`config.mk`:
```
export PLATFORM = sky130hd
export DESIGN_NAME = imem_loader
export DESIGN_NICKNAME = d
export VERILOG_FILES = /design/src/rtl/imem_loader_pkg.sv /design/src/rtl/imem_loader_byte_packer.sv /design/src/rtl/imem_loader.sv
export SDC_FILE = /design/constraint.sdc
export NUM_CORES = 1
export LEC_CHECK = 0
export CAP_MARGIN = 5
export CORE_MARGIN = 4
export CORE_UTILIZATION = 58
export DETAILED_ROUTE_END_ITERATION = 10
export GPL_ROUTABILITY_DRIVEN = 0
export HOLD_SLACK_MARGIN = 0.1
export MAX_ROUTING_LAYER = met4
export PLACE_DENSITY_LB_ADDON = 0.08
export SLEW_MARGIN = 40
export SYNTH_ARGS = -nofsm -noshare
export SYNTH_HDL_FRONTEND = slang
export SYNTH_HIERARCHICAL = 1
export SYNTH_SLANG_ARGS = --single-unit
```
`constraint.sdc`:
```
create_clock -name clk -period 6 [get_ports clk]
set_clock_uncertainty 0.1 [all_clocks]
set_input_delay 0.9 -clock clk [delete_from_list [all_inputs] [get_ports clk]]
set_output_delay 0.9 -clock clk [all_outputs]
set_load 0.1 [all_outputs]
```
`src/rtl/imem_loader_pkg.sv`:
```
// Shared definitions for the instruction-memory loader.
// Holds the loader state encoding, the default widths and the helpers that
// derive the byte-packing geometry (bytes per word, byte-counter width).
package imem_loader_pkg;

    localparam int unsigned INSTR_WIDTH_DEF   = 32;
    localparam int unsigned BYTE_WIDTH_DEF    = 8;
    localparam int unsigned INSTR_MEM_LEN_DEF = 15;

    // Counter width able to index n items; never narrower than one bit.
    function automatic int unsigned cnt_width(input int unsigned n);
        return (n > 1) ? $clog2(n) : 1;
    endfunction

    localparam int unsigned BYTES_PER_WORD = INSTR_WIDTH_DEF / BYTE_WIDTH_DEF;
    localparam int unsigned BYTE_CNT_W     = cnt_width(BYTES_PER_WORD);

    typedef enum logic [1:0] {
        IDLE  = 2'd0,
        LOAD  = 2'd1,
        WRITE = 2'd2,
        DONE  = 2'd3
    } state_e;

endpackage

```
`src/rtl/imem_loader_byte_packer.sv`:
```
// Little-endian byte packer.
// Collects BPW bytes into one word; byte k lands in bits [k*BW +: BW].
// Ports:
//   clk, rst       clock, asynchronous active-low reset
//   clear          synchronous discard of any partial word (wins over accept)
//   accept         a byte is transferred this cycle
//   in_byte        byte being transferred
//   word_c         buffer with the current byte merged in (combinational)
//   word_full_c    the accepted byte completes the word (combinational)
module byte_packer
    import imem_loader_pkg::*;
#(
    parameter int unsigned BYTE_WIDTH = BYTE_WIDTH_DEF,
    parameter int unsigned WORD_WIDTH = INSTR_WIDTH_DEF,
    parameter int unsigned BPW        = BYTES_PER_WORD,
    parameter int unsigned CNT_W      = BYTE_CNT_W
) (
    input  logic                  clk,
    input  logic                  rst,
    input  logic                  clear,
    input  logic                  accept,
    input  logic [BYTE_WIDTH-1:0] in_byte,
    output logic [WORD_WIDTH-1:0] word_c,
    output logic                  word_full_c
);

    localparam int unsigned LAST = BPW - 1;

    logic [WORD_WIDTH-1:0] buf_q;
    logic [CNT_W-1:0]      cnt_q;

    // Merge the incoming byte into its lane so a completed word is available
    // in the same cycle its last byte is accepted.
    always_comb begin
        word_c = buf_q;
        for (int i = 0; i < int'(BPW); i++) begin
            if (cnt_q == CNT_W'(i)) begin
                word_c[i*BYTE_WIDTH +: BYTE_WIDTH] = in_byte;
            end
        end
    end

    assign word_full_c = accept && (cnt_q == CNT_W'(LAST));

    // Buffer and byte counter; counter returns to 0 after the last lane.
    always_ff @(posedge clk or negedge rst) begin
        if (!rst) begin
            buf_q <= '0;
            cnt_q <= '0;
        end else if (clear) begin
            buf_q <= '0;
            cnt_q <= '0;
        end else if (accept) begin
            buf_q <= word_c;
            cnt_q <= (cnt_q == CNT_W'(LAST)) ? '0 : cnt_q + CNT_W'(1);
        end
    end

endmodule

```
`src/rtl/imem_loader.sv`:
```
// Program loader: packs a host byte stream into instruction words, writes
// them to instruction memory from word address 0 and holds the core in reset
// until the whole image is written.
// Ports:
//   clk, rst        clock, asynchronous active-low reset
//   start           begin a load (honoured in IDLE/DONE only)
//   num_words       words to load, saturated to the memory depth
//   abort           cancel a load in progress
//   in_valid/in_data/in_ready   byte stream handshake
//   imem_we/imem_addr/imem_wdata  instruction memory write port
//   core_rst        active-high core reset, released when the load completes
//   busy, done      load in progress / load completed
//   checksum        XOR of every word written since the last start
module imem_loader
    import imem_loader_pkg::*;
#(
    parameter int unsigned INSTR_WIDTH   = INSTR_WIDTH_DEF,
    parameter int unsigned INSTR_MEM_LEN = INSTR_MEM_LEN_DEF,
    parameter int unsigned BYTE_WIDTH    = BYTE_WIDTH_DEF
) (
    input  logic                     clk,
    input  logic                     rst,
    input  logic                     start,
    input  logic [INSTR_MEM_LEN:0]   num_words,
    input  logic                     abort,
    input  logic                     in_valid,
    input  logic [BYTE_WIDTH-1:0]    in_data,
    output logic                     in_ready,
    output logic                     imem_we,
    output logic [INSTR_MEM_LEN-1:0] imem_addr,
    output logic [INSTR_WIDTH-1:0]   imem_wdata,
    output logic                     core_rst,
    output logic                     busy,
    output logic                     done,
    output logic [INSTR_WIDTH-1:0]   checksum
);

    localparam int unsigned BPW = INSTR_WIDTH / BYTE_WIDTH;
    localparam int unsigned CW  = INSTR_MEM_LEN + 1;
    localparam int unsigned AW  = INSTR_MEM_LEN;

    state_e               state;
    logic [CW-1:0]        count_q;
    logic [CW-1:0]        start_count_c;
    logic                 idle_start_c;
    logic                 pack_accept_c;
    logic                 pack_clear_c;
    logic [INSTR_WIDTH-1:0] word_c;
    logic                 word_full_c;

    // Any request beyond the memory depth is clamped to exactly the depth.
    assign start_count_c = num_words[INSTR_MEM_LEN] ? {1'b1, {INSTR_MEM_LEN{1'b0}}} : num_words;

    assign idle_start_c  = ((state == IDLE) || (state == DONE)) && start;
    assign pack_accept_c = (state == LOAD) && in_valid && in_ready && !abort;
    assign pack_clear_c  = idle_start_c || ((state == LOAD) && abort);

    byte_packer #(
        .BYTE_WIDTH (BYTE_WIDTH),
        .WORD_WIDTH (INSTR_WIDTH),
        .BPW        (BPW),
        .CNT_W      (cnt_width(BPW))
    ) u_packer (
        .clk         (clk),
        .rst         (rst),
        .clear       (pack_clear_c),
        .accept      (pack_accept_c),
        .in_byte     (in_data),
        .word_c      (word_c),
        .word_full_c (word_full_c)
    );

    // Loader FSM; every output is a flop updated alongside the state.
    always_ff @(posedge clk or negedge rst) begin
        if (!rst) begin
            state      <= IDLE;
            in_ready   <= 1'b0;
            imem_we    <= 1'b0;
            imem_addr  <= '0;
            imem_wdata <= '0;
            core_rst   <= 1'b1;
            busy       <= 1'b0;
            done       <= 1'b0;
            checksum   <= '0;
            count_q    <= '0;
        end else begin
            imem_we <= 1'b0;
            case (state)
                IDLE, DONE: begin
                    if (start) begin
                        imem_addr <= '0;
                        checksum  <= '0;
                        count_q   <= start_count_c;
                        if (start_count_c == '0) begin
                            state    <= DONE;
                            core_rst <= 1'b0;
                            done     <= 1'b1;
                            busy     <= 1'b0;
                        end else begin
                            state    <= LOAD;
                            core_rst <= 1'b1;
                            done     <= 1'b0;
                            busy     <= 1'b1;
                            in_ready <= 1'b1;
                        end
                    end
                end
                LOAD: begin
                    if (abort) begin
                        state    <= IDLE;
                        in_ready <= 1'b0;
                        busy     <= 1'b0;
                    end else if (word_full_c) begin
                        state      <= WRITE;
                        in_ready   <= 1'b0;
                        imem_we    <= 1'b1;
                        imem_wdata <= word_c;
                    end
                end
                WRITE: begin
                    // The write in flight always completes, even when aborted.
                    checksum <= checksum ^ imem_wdata;
                    count_q  <= count_q - CW'(1);
                    if (abort) begin
                        state <= IDLE;
                        busy  <= 1'b0;
                    end else if (count_q == CW'(1)) begin
                        // Address is left on the last word written, so it never wraps.
                        state    <= DONE;
                        busy     <= 1'b0;
                        core_rst <= 1'b0;
                        done     <= 1'b1;
                    end else begin
                        state     <= LOAD;
                        in_ready  <= 1'b1;
                        imem_addr <= imem_addr + AW'(1);
                    end
                end
                default: state <= IDLE;
            endcase
        end
    end

endmodule

```
# Word level (Yosys, flattened, before mapping)

Cells that the tools add are included.

Bits in registers: 136
Input port bits: 29
Output and inout port bits: 84
Logic and storage cells: 102

Add/subtract/negate cells: 3
Equality and inequality tests: 15
Mux-type cells: 48
Bitwise gates (word level): 2
Reductions and logical operators: 22

Operator list:

| operator              | number |
|---|---|
| $mux 32               | 3 |
| $pmux 32 s2           | 1 |
| $mux 15               | 3 |
| $mux 16               | 2 |
| $mux 8                | 4 |
| $pmux 16 s2           | 1 |
| $xor 32x32->32        | 1 |
| $pmux 15 s2           | 1 |
| $mux 1                | 19 |
| $mux 2                | 9 |
| $eq 16x1->1 const B   | 1 |
| $logic_not 16->1      | 1 |
| $sub 16x1->16 const B | 1 |
| $add 15x1->15 const B | 1 |
| $ne 2x2->1 const B    | 6 |
| $eq 2x2->1 const B    | 4 |
| $reduce_and 4->1      | 2 |
| $logic_and 1x1->1     | 6 |
| $pmux 1 s3            | 2 |
| $pmux 2 s3            | 1 |
| $reduce_and 3->1      | 2 |
| $reduce_and 5->1      | 1 |
| $eq 2x1->1 const B    | 2 |
| $logic_not 2->1       | 2 |
| 10 further kinds      | 14 |

# Depth between registers and ports, before layout

Word-level depth: 8
Gate-level depth with buffers: 12
Depth with buffers taken out: 11

# Cells and area by module

Netlist, hierarchy kept.

Modules (own cells, without submodules):

| module      | times used | cells each | area an instance (sq um) | sequential area each (sq um) |
|---|---|---|---|---|
| imem_loader | 1          | 500        | 5097.4                   | 2553.7 |
| byte_packer | 1          | 166        | 1989.4                   | 850.8 |

# Worst setup path before layout

No wires, ideal clock.

Path type: in2reg
Start point: input port abort
End point: register imem_wdata[0]
Setup time: 0.126 ns
Arrival time: 2.375 ns
Data required time: 5.774 ns
Path slack: 3.399 ns
Stages: 8
Buffers on the path: 2
Cells stage by stage: nor2_1 > and3_1 > buf_6 > nand2_2 > inv_1 > nand2_1 > buf_1 > mux2_2

Word-level cells in the longest chain between the ends: 4
Elaborated cells between the ends (all ways): 5
Those cells by class: 1 x bitwise; 4 x reduce/logical

RTL lines:

| item                              | RTL line                      | RTL |
|---|---|---|
| start, declared                   | imem_loader.sv:25             | `input logic abort,` |
| $logic_not 1->1                   | imem_loader.sv:55             | `assign pack_accept_c = (state == LOAD) && in_valid && in_ready && !abort;` |
| $logic_and 1x1->1                 | imem_loader.sv:55             |  |
| named net pack_accept_c           | imem_loader.sv:46             | `logic pack_accept_c;` |
| $logic_and 1x1->1                 | imem_loader_byte_packer.sv:43 | `assign word_full_c = accept && (cnt_q == CNT_W'(LAST));` |
| named net word_full_c             | imem_loader.sv:49             | `logic word_full_c;` |
| $reduce_and 3->1 (no source line) | n/a                           |  |
| end signal, assigned              | imem_loader.sv:117            | `imem_wdata <= word_c;` |
| end, declared                     | imem_loader.sv:31             | `output logic [INSTR_WIDTH-1:0] imem_wdata,` |

The timed path passes the listed nets, and every way through them passes these cells.
A chain may end at the register's enable or synchronous reset.

# Worst setup path after layout

Start point: register state[0]
End point: register count_q[9]

Word-level cells in the longest chain between the ends: 4
Elaborated cells between the ends (all ways): 8
Those cells by class: 3 x eq/ne; 1 x mux; 4 x reduce/logical

RTL lines:

| item                                                             | RTL line           | RTL |
|---|---|---|
| start, declared                                                  | imem_loader.sv:42  | `state_e state;` |
| start signal, assigned                                           | imem_loader.sv:76  | `state <= IDLE;` |
| start signal, assigned                                           | imem_loader.sv:95  | `state <= DONE;` |
| start signal, assigned                                           | imem_loader.sv:100 | `state <= LOAD;` |
| $eq 2x2->1 or $logic_not 2->1 (tied branches)                    | imem_loader.sv:88  | `case (state)` |
| $reduce_or 2->1                                                  | imem_loader.sv:88  |  |
| $ne 2x2->1 (no source line) or $reduce_bool 2->1 (tied branches) | n/a                |  |
| $reduce_and 2->1 (no source line)                                | n/a                |  |
| end signal, assigned                                             | imem_loader.sv:93  | `count_q <= start_count_c;` |
| end signal, assigned                                             | imem_loader.sv:123 | `count_q <= count_q - CW'(1);` |
| end, declared                                                    | imem_loader.sv:43  | `logic [CW-1:0] count_q;` |

Parallel ways exist; a longest one is shown, timed or not.

==> results.tsv <==
metric	value	unit
fin_ws	2.73	ns
cts_tree	built	
dr.pass1.iters	5	
post_cts_buffers	0	
syn_inst	666	
final_cell_mix	dfrtp_1, buf_2, mux2i_1	
min_delay_worst_endpoint	core_rst	
combPwrFrac	0.356	
pre_cts_slack	2.51	ns
postCtsHoldBufs	0	
overflow	0	
cts_resized	0	
power.share.clock	0.300	
io_pins	113	
areaGrowthSynthToFinish	18.7	%
r2r_start	state[0]	
p_seq_frac	0.344	
fin_crit_sh	0.545	
critPathKind	flip-flop to flip-flop	
cp_slowest_cell	clkinv_1	
fin_hold_ws	0.377	ns
cp_data_required_time	6.19	ns
cts.sinks	136	
placed_cells	895	
numCtsBuffers	17	
clk_pin_slew	0.06	ns
min_from	core_rst	
setup_violations	0	
port_buffers	112	
fin_nets	805	
critPathBufInv	5	
cp_top_family	buffers and inverters	
antenna_left	0	
avgRoutedWirePerCell	17.3	um
finalPower	3.24	mW
p_per_area	386	nW/um^2
p_switching	1.23	mW
fmax	306	MHz
ys_ff_latch	136	
die_h	119	um
grt_max_degree	74	
final_common_cell	dfrtp_1	
ys_seq_area_frac	0.480	
layout-drive-gt1-share	0.263	
max_slew_margin	0.477	
fin_cells	924	
min_path_type	flip-flop to flip-flop	
grt.busiest_layer	met2	
grt_pass1_wl	26.2	mm
syn_nets	704	
tightest_slew	0.778	ns
worstPathArrival	3.46	ns
ys.flop_type	dfrtp_1	
p_int	2.01	mW
postSynth.asyncResetShare	1.00	
ctsHtreeMaxLevel	4	
antenna_cells	0	
netlist_area	7090	sq um
grt_pass1_vias	5216	
hpwl	10.8	mm
clkLatencyLatePin	0.42	ns
crit_path_max_fanout	29	
viasPerCell	5.85	
rows	40	
peakVddDrop	0.413	mV
rsz0062_at_grt	false	
status	completed	
maxCapViolations	0	
sw_frac_of_total	0.379	
slew_violations	0	
synth_edf_count	0	
clk_path_buf_depth	2	
met1_usage	0.305	
met3_usage	0.0502	
cpPeakStageDelay	0.54	ns
path_cells	inv_1 > ha_1 > buf_4 > clkinv_1 > buf_4 > nand3_1 > nor2_1 > a222oi_1 > inv_1	
core_region_area	12000	sq um
drc	0	
r2r-end	count_q[9]	
grtUsageTotal	0.238	
syn_avg_cell_area	10.6	sq um
yosysWarnings	6	
drt-initial-drc-count	372	
end_kind	flip-flop	
die-width	119	um
die_area	14100	sq um
leakagePower	4.12	nW
fin_tns_setup	0	ns
period_needed	3.27	ns
vias	5406	
ff2ff_setup_slack	2.73	ns
clockRootBuffer	clkbuf_16	
grtUsageMet2	0.376	
rr_worst_depth	9	
drt_wl_total	16.0	mm
crit_path_start_kind	flip-flop	
hold_violations	0	
synth.distinct_cells	57	
grt_antenna_before_repair	0	
hold_depth	2	
initial_core_util	0.592	
==> worst register-to-register path, delay by kind of cell, from the launching register on <==
kind / cells / cell delay, ns
flip-flops: 1 / 0.39
buffers and inverters: 5 / 1.44
AND/OR/NAND/NOR: 2 / 0.71
AO/OA/AOI/OAI: 1 / 0.36
adder cells (fa/ha/maj): 1 / 0.13
==> power by group through the flow <==
stage	registers (mW)	clock network [mW]	logic [mW]
5_1_grt	1.13	1.03	1.27
6_report	1.12	0.974	1.15
4_1_cts	1.11	0.988	1.15
3_3_place_gp	1.12	0	1.10
3_5_place_dp	1.13	0	1.14
2_1_floorplan	1.22	0	0.770
==> per-stage QoR <==
step           instance area (sq um)   util
2_1_floorplan                   7090      -
3_3_place_gp                    8260  0.690
3_5_place_dp                    7860  0.657
4_1_cts                         8410  0.703
5_1_grt                         8410  0.703
6_report                        8410  0.703
==> cell type report <==
cell class | count | area (sq um)
inverters | 15 | 56.3
well taps | 147 | 184
clock buffers | 26 | 509
fillers | 920 | 3550
multi-input cells | 479 | 3460
clock inverters | 3 | 40.0
repair buffers | 118 | 754
flip-flops and latches | 136 | 3400
==> state kept, by name, summed over array words and instances (netlist names) <==
| name | flops |
|---|---|
| busy | 1 |
| checksum | 32 |
| core_rst | 1 |
| count_q | 16 |
| done | 1 |
| imem_addr | 15 |
| imem_wdata | 32 |
| imem_we | 1 |
| in_ready | 1 |
| state | 2 |
| u_packer/buf_q | 32 |
| u_packer/cnt_q | 2 |
==> worst max path at each step <==
stage             start       endpoint  slack, ns  cells past startpoint
3_3_place_gp      start     count_q[9]       2.51                      7
5_1_grt        state[0]     count_q[9]       2.38                      9
3_5_place_dp      abort       in_ready       2.51                      9
6_report       state[0]     count_q[9]       2.73                      9
4_1_cts        state[0]     count_q[9]       2.67                      9
2_1_floorplan     abort  imem_wdata[0]       3.40                      8
==> per-layer routing <==
layer	wire length, um	vias to the layer above
met5	0	-
met4	355	0
met3	745	27
met2	7990	164
met1	6900	2675
li1	-	2540
==> synth_stat cells, types with 2 or more instances <==
cell type / n / area share
and4_1: 3 / 0.0037
a2111oi_0: 2 / 0.0025
nor2b_1: 4 / 0.0035
buf_2: 6 / 0.0042
buf_1: 9 / 0.0048
and3_1: 2 / 0.0018
nand2_2: 4 / 0.0035
buf_6: 3 / 0.0048
nand3b_1: 2 / 0.0021
or3_1: 6 / 0.0053
buf_4: 5 / 0.0053
nand3_1: 15 / 0.011
xnor2_1: 9 / 0.011
a21oi_1: 14 / 0.0099
a211oi_1: 5 / 0.0053
nand4_1: 2 / 0.0018
nor3_1: 8 / 0.0056
a221o_1: 3 / 0.0042
mux2i_1: 70 / 0.099
o21ai_1: 2 / 0.0014
a22oi_1: 4 / 0.0042
a21o_1: 2 / 0.0021
mux2_2: 67 / 0.11
nand2b_1: 43 / 0.038
inv_1: 14 / 0.0074
o22ai_1: 5 / 0.0044
nor2_1: 57 / 0.030
dfrtp_1: 135 / 0.48
nand2_1: 59 / 0.031
clkbuf_1: 13 / 0.0069
a2111oi_4: 2 / 0.0078
and2_4: 2 / 0.0025
ha_1: 9 / 0.016
o21ai_0: 53 / 0.037
nor4_1: 5 / 0.0044
==> cell families after synthesis <==
logic type / after synthesis / synth area share
AO/OA/AOI/OAI: 100 / 0.0892
XOR/XNOR: 9 / 0.0111
buffers and inverters: 51 / 0.0339
multiplexers: 137 / 0.205
adder cells (fa/ha/maj): 9 / 0.0159
AND/OR/NAND/NOR: 224 / 0.164
flip-flops: 136 / 0.480
No activity file was read; power rests on OpenSTA's default activity.
